`src/rtl/mips_ctrl_pkg.sv`:
```
// rtl/mips_ctrl_pkg.sv - shared types and constants for the multi-cycle MIPS controller
package mips_ctrl_pkg;

    // Controller states; encodings 6 and 7 are unreachable and recover to IDLE
    typedef enum logic [2:0] {
        S_IDLE   = 3'd0,
        S_FETCH  = 3'd1,
        S_DECODE = 3'd2,
        S_EXEC   = 3'd3,
        S_WB     = 3'd4,
        S_HALT   = 3'd5
    } state_t;

    // Only R-type instructions are executed by this datapath
    localparam logic [5:0] OP_RTYPE = 6'h00;

    // Function codes the ALU control unit understands
    localparam logic [5:0] FN_ADD = 6'd32;
    localparam logic [5:0] FN_SUB = 6'd34;
    localparam logic [5:0] FN_AND = 6'd36;
    localparam logic [5:0] FN_OR  = 6'd37;
    localparam logic [5:0] FN_NOR = 6'd39;
    localparam logic [5:0] FN_SLT = 6'd42;

    // ALUOp codes driven to ALU control
    localparam logic [1:0] ALUOP_ADD   = 2'b00;
    localparam logic [1:0] ALUOP_RTYPE = 2'b10;

    // True when the function code is one the ALU can execute
    function automatic logic is_legal_funct(input logic [5:0] funct);
        logic ok;
        case (funct)
            FN_ADD, FN_SUB, FN_AND, FN_OR, FN_NOR, FN_SLT: ok = 1'b1;
            default:                                       ok = 1'b0;
        endcase
        return ok;
    endfunction

endpackage

```
`src/rtl/mips_funct_decode.sv`:
```
// rtl/mips_funct_decode.sv - classifies an instruction as a legal R-type operation
module mips_funct_decode
    import mips_ctrl_pkg::*;
(
    input  logic [5:0] Opcode,
    input  logic [5:0] FuncCode,
    output logic       legal
);

    // Legal only when the opcode is R-type and the funct is a supported ALU operation
    always_comb begin
        legal = (Opcode == OP_RTYPE) && is_legal_funct(FuncCode);
    end

endmodule

```
`src/rtl/mips_multicycle_ctrl.sv`:
```
// rtl/mips_multicycle_ctrl.sv - FETCH/DECODE/EXEC/WB sequencer for the R-type MIPS datapath
module mips_multicycle_ctrl
    import mips_ctrl_pkg::*;
#(
    parameter int CNT_W     = 8,
    parameter int MAX_INSTR = 6
) (
    input  logic             CLK,
    input  logic             RESET,
    input  logic             START,
    input  logic [5:0]       Opcode,
    input  logic [5:0]       FuncCode,
    output logic             PCWrite,
    output logic             IRWrite,
    output logic             RegWrite,
    output logic [1:0]       ALUOp,
    output logic             BUSY,
    output logic             HALTED,
    output logic             ILLEGAL,
    output logic [CNT_W-1:0] INSTR_CNT
);

    localparam logic [CNT_W-1:0] BUDGET = CNT_W'(MAX_INSTR);
    localparam logic [CNT_W-1:0] ONE    = CNT_W'(1);

    state_t           state;
    state_t           state_nxt;
    logic             legal;
    logic [CNT_W-1:0] cnt_inc;
    logic             budget_hit;

    mips_funct_decode u_decode (
        .Opcode   (Opcode),
        .FuncCode (FuncCode),
        .legal    (legal)
    );

    // Retirement count after the current WB, saturating at all-ones
    always_comb begin
        cnt_inc    = (&INSTR_CNT) ? INSTR_CNT : INSTR_CNT + ONE;
        budget_hit = (MAX_INSTR != 0) && (cnt_inc == BUDGET);
    end

    // Next-state selection; unreachable encodings fall back to IDLE
    always_comb begin
        state_nxt = S_IDLE;
        case (state)
            S_IDLE:   state_nxt = START ? S_FETCH : S_IDLE;
            S_FETCH:  state_nxt = S_DECODE;
            S_DECODE: state_nxt = legal ? S_EXEC : S_HALT;
            S_EXEC:   state_nxt = S_WB;
            S_WB:     state_nxt = budget_hit ? S_HALT : S_FETCH;
            S_HALT:   state_nxt = S_HALT;
            default:  state_nxt = S_IDLE;
        endcase
    end

    // State, counter and outputs registered together so outputs track the state being entered
    always_ff @(posedge CLK) begin
        if (!RESET) begin
            state     <= S_IDLE;
            PCWrite   <= 1'b0;
            IRWrite   <= 1'b0;
            RegWrite  <= 1'b0;
            ALUOp     <= ALUOP_ADD;
            BUSY      <= 1'b0;
            HALTED    <= 1'b0;
            ILLEGAL   <= 1'b0;
            INSTR_CNT <= '0;
        end else begin
            state    <= state_nxt;
            PCWrite  <= (state_nxt == S_FETCH);
            IRWrite  <= (state_nxt == S_FETCH);
            RegWrite <= (state_nxt == S_WB);
            ALUOp    <= ((state_nxt == S_EXEC) || (state_nxt == S_WB)) ? ALUOP_RTYPE : ALUOP_ADD;
            BUSY     <= (state_nxt == S_FETCH) || (state_nxt == S_DECODE) ||
                        (state_nxt == S_EXEC)  || (state_nxt == S_WB);
            HALTED   <= (state_nxt == S_HALT);
            if ((state == S_DECODE) && !legal) begin
                ILLEGAL <= 1'b1;
            end
            if (state == S_WB) begin
                INSTR_CNT <= cnt_inc;
            end
        end
    end

endmodule

```
`config.mk`:
```
export PLATFORM = sky130hd
export DESIGN_NAME = mips_multicycle_ctrl
export DESIGN_NICKNAME = d
export VERILOG_FILES = /design/src/rtl/mips_ctrl_pkg.sv /design/src/rtl/mips_funct_decode.sv /design/src/rtl/mips_multicycle_ctrl.sv
export SDC_FILE = /design/constraint.sdc
export NUM_CORES = 1
export LEC_CHECK = 0
export CAP_MARGIN = 20
export CORE_MARGIN = 2
export CORE_UTILIZATION = 43
export DETAILED_ROUTE_END_ITERATION = 16
export HOLD_SLACK_MARGIN = 0.08
export PLACE_DENSITY = 0.79
export SLEW_MARGIN = 15
export SYNTH_ARGS = -nofsm -noshare
export SYNTH_HDL_FRONTEND = slang
export SYNTH_SLANG_ARGS = --single-unit
```
`constraint.sdc`:
```
create_clock -name CLK -period 2 [get_ports CLK]
set_clock_uncertainty 0.15 [all_clocks]
set_input_delay 0.5 -clock CLK [delete_from_list [all_inputs] [get_ports CLK]]
set_output_delay 0.5 -clock CLK [all_outputs]
set_load 0.005 [all_outputs]
```
# [Word level (Yosys, flattened, before mapping)]
# Index checks and enable logic that the tools add are counted.
[totals] wordCells=44 out_inout_bits=16 reg_bits=18
[op_classes] mux=7 addsub=1 n_eq_ne=17 n_reduce_logical=11
[ops] op="$eq 6x6->1 const B" n=6
[ops] op="$pmux 3 s6" n=1
[ops] op="$eq 3x2->1 const B" n=4
[ops] op="$eq 3x3->1 const B" n=4
[ops] op="$add 8x1->8 const B" n=1
[ops] op="$eq 8x3->1 const B" n=1
[ops] op="$mux 8" n=1
[ops] op="$reduce_and 8->1" n=1
[ops] op="$eq 3x1->1 const B" n=2
[ops] op="$logic_not 6->1" n=1
[ops] op="$mux 3" n=2
[ops] op="$reduce_or 6->1" n=1
[ops] op="$logic_or 1x1->1" n=4
[ops] op="$logic_not 3->1" n=1
[ops] op="$logic_and 1x1->1" n=2
[ops] op="$mux 1" n=2
[ops] op="$mux 2" n=1
[ops] op="$logic_not 1->1" n=1

# [Depth between registers and ports, before layout]
[depth] word_depth=10 ltp_mapped=6 depth_no_buf=6

# [Cells and area by module]
# From an unflattened synthesis, not the netlist that was laid out.
[unflattened] cells_unflattened=107 hier_area_um2=934.6
[modules_own_cells] module="mips_multicycle_ctrl" cells_each=101 area_each_um2=889.6 seq_area_each_um2=340.3 instances=1
[modules_own_cells] module="mips_funct_decode" cells_each=6 area_each_um2=45.0 seq_area_each_um2=0.0 instances=1

# [Worst setup path before layout]
# Ideal clock, no wire load.
[synth_timing] path_kind="register to register" startpoint="register INSTR_CNT[0]" endpoint="register INSTR_CNT[3]" path_slack_ns=0.179 arrival_ns=1.552 path_stages_with_launch=7 path_buffers=0 synth_period_minus_slack_ns=1.821 path_cell_list="dfxtp_1 > ha_1 > and4_1 > a41oi_4 > and4_1 > xnor2_1 > nor2_1"
[synth_via] elab_chain_cells=2 elab_cells_between_ends=3
[synth_lines] item="start, declared" line="mips_multicycle_ctrl.sv:20" text="output logic [CNT_W-1:0] INSTR_CNT"
[synth_lines] item="start signal, assigned" line="mips_multicycle_ctrl.sv:83" text="INSTR_CNT <= cnt_inc;"
[synth_lines] item="$add 8x1->8 / $reduce_and 8->1 (equally long branches)" line="mips_multicycle_ctrl.sv:40" text="cnt_inc = (&INSTR_CNT) ? INSTR_CNT : INSTR_CNT + ONE;"
[synth_lines] item="$mux 8 *" line="mips_multicycle_ctrl.sv:40"
# Mark *: on every way between the ends. The rest lies on a longest branch, timed or not.
# A chain may end at the register's enable or synchronous reset.

# [Worst setup path after layout]
[layout_timing] startpoint="register INSTR_CNT[0]" endpoint="output port INSTR_CNT[0]"
# No word-level cell between the ends.

==> out/metrics.yaml <==
status: "finished, final reports clean"
htree_levels: 1
rows: 16
remaining_drc_errors: 0
ys_seq_area_frac: 0.386
core_area_um2: 1940
initial_core_util: 0.454
grt-busiest-layer: "met2"
final.min_clock_period_ns: 1.92
synth_edf_count: 0
hold_path.class: "reg2reg"
power_density_nw_per_um2: 534
final_min_period_over_clock_period: 0.961
slew_violations: 0
cp-start-kind: "flip-flop"
ys_top_cells_by_area: "dfxtp_1, nor2_1, nand2_1, mux2i_1, a41oi_4"
hold_violations: 0
synth_cells: 98
cts_buffers: 3
cp-end-kind: "output port"
ant_nets: 0
met1_usage: 0.227
die_width_um: 49.3
nNetsFinal: 148
synth_largest_area_cell: "dfxtp_1"
grt_usage: 0.184
required_ns: 1.35
io_pins: 31
synth_cell_types: 41
clock_sinks: 17
power.ir.vdd_worst_mv: 0.366
clk_latency_ns: 0.30
cts_buffer_depth: 2
grt_pass1_vias: 819
ys_ff_latch: 17
dp_hpwl_um: 1480
setup_viol: 0
dp_slack_ns: -0.302
fmax_ghz: 0.520
finalNonFillerCells: 158
yosysWarningCount: 0
clk_pin_slew_ns: 0.10
worst-path-max-fanout: 5
netlist.area_leader.share: 0.386
layout_common_cells: "clkdlybuf4s50_1, nor2_1, dfxtp_1"
postSynth.asyncResetShare: 0
drtIter0Drc: 8
cp.arrival_ns: 1.27
firstDrtPassIters: 4
antennaDiodeCount: 0
post_drt_wl_per_cell_um: 12.6
overflow: 0
final_common_cell: "clkdlybuf4s50_1"
met3_usage: 0.0184
worstSetupPathType: "reg2out"
syn_area_um2: 882
globalplace.congestion: 0.801
cts_tree: "built"
cts-root-buf: "clkbuf_4"
synth_ff_type: "dfxtp_1"
dp_cells: 154
antenna_found_initial: 0
syn-mean-instance-area_um2: 9.00
vias: 819
cap_violations: 0
totalWireLength_um: 1990
via_per_inst: 5.18
grt_max_degree: 11
layout_setup_ws_ns: 0.0786
cts_hold_buf: 0
drive_gt1_frac: 0.176
die_area_um2: 2430
grtUsageMet2: 0.306
grt_pass1_wl_um: 3440
finalSetupTns_ns: 0
io_buffers: 29
area_delta_synth_final_pct: 43.1
syn_nets: 114
leakagePower_nw: 0.481
die_height_um: 49.3
[report_power, final]
group	total (W)	leakage [nW]	internal [W]	switching, W
logic	0.000122	0.325	0.0000748	0.0000474
clock network	0.000192	0.0150	0.0000779	0.000114
registers	0.000361	0.141	0.000352	0.00000892
total	0.000675	0.481	0.000505	0.000170
[worst paths after layout]
| check | start | endpoint | slack [ns] | cells after the start |
|---|---|---|---|---|
| worst max-delay path | INSTR_CNT[0] | INSTR_CNT[0] | 0.08 | 2 |
| worst min-delay path | ILLEGAL | ILLEGAL | 0.33 | 1 |
| worst max register to register | INSTR_CNT[1] | INSTR_CNT[3] | 0.10 | 6 |
| worst min register to register | ILLEGAL | ILLEGAL | 0.33 | 1 |
[layout make-up]
cell class              count  area, um2
clock buffers               4       26.3
fillers                   173        679
inverters                   2       7.51
multi-input cells          73        512
flip-flops and latches     17        348
well taps                  27       33.8
repair buffers             35        335
[per-stage QoR]
step	hold slack, ns	total power, W	area [um2]	utilization
4_1_cts	0.327	0.000676	1240	0.639
2_1_floorplan	0.314	0.000429	882	-
6_report	0.329	0.000675	1260	0.650
3_5_place_dp	0.308	0.000489	1210	0.624
3_3_place_gp	0.301	0.000487	1210	0.624
5_1_grt	0.371	0.000711	1260	0.650
[cell usage after synthesis (2+ instances only)]
| master | number |
|---|---|
| nand4_1 | 3 |
| inv_1 | 2 |
| dfxtp_1 | 17 |
| nor4b_1 | 2 |
| xnor2_1 | 3 |
| mux2i_1 | 3 |
| buf_2 | 2 |
| nor3_1 | 3 |
| o21bai_1 | 2 |
| buf_4 | 2 |
| o21a_1 | 2 |
| a21oi_1 | 3 |
| and4_1 | 2 |
| nor2_1 | 15 |
| nand2_1 | 9 |
| xor2_1 | 3 |
[registers in the layout, indices dropped and copies added, names as in the netlist]
name and flops:
ALUOp 1, BUSY 1, HALTED 1, ILLEGAL 1, INSTR_CNT 8, IRWrite 1, RegWrite 1, state 3
[routing by layer]
metal,wire [um],share of wire,up-vias
met1,937,0.47,381
met2,937,0.47,22
met3,62,0.031,5
li1,-,-,411
met5,0,0,-
met4,50,0.025,0
[timing repair]
| action | CTS | global route |
|---|---|---|
| resized for setup | 3 | 6 |
| buffers inserted | 0 | 0 |
| gates cloned | 0 | 0 |
| setup endpoints to repair | 3 | 8 |
[worst max-delay path, stage by stage (launching register included)]
cell and delay, ns:
dfxtp_1 0.34, buf_4 0.13, clkdlybuf4s50_1 0.50
[cells by family (layout without fill, tap and decap cells)]
group	count (synthesis)	count (layout)	share of synthesized area
and+or+nand+nor	45	45	0.270
DFF	17	17	0.386
AOI/OAI and AO/OA	16	16	0.166
buffers and inverters	8	41	0.0539
xor gates and xnor gates	6	6	0.0596
muxes	4	4	0.0468
adders and majority gates	1	1	0.0142
other	1	1	0.00425
(Power assumes the default switching activity.)
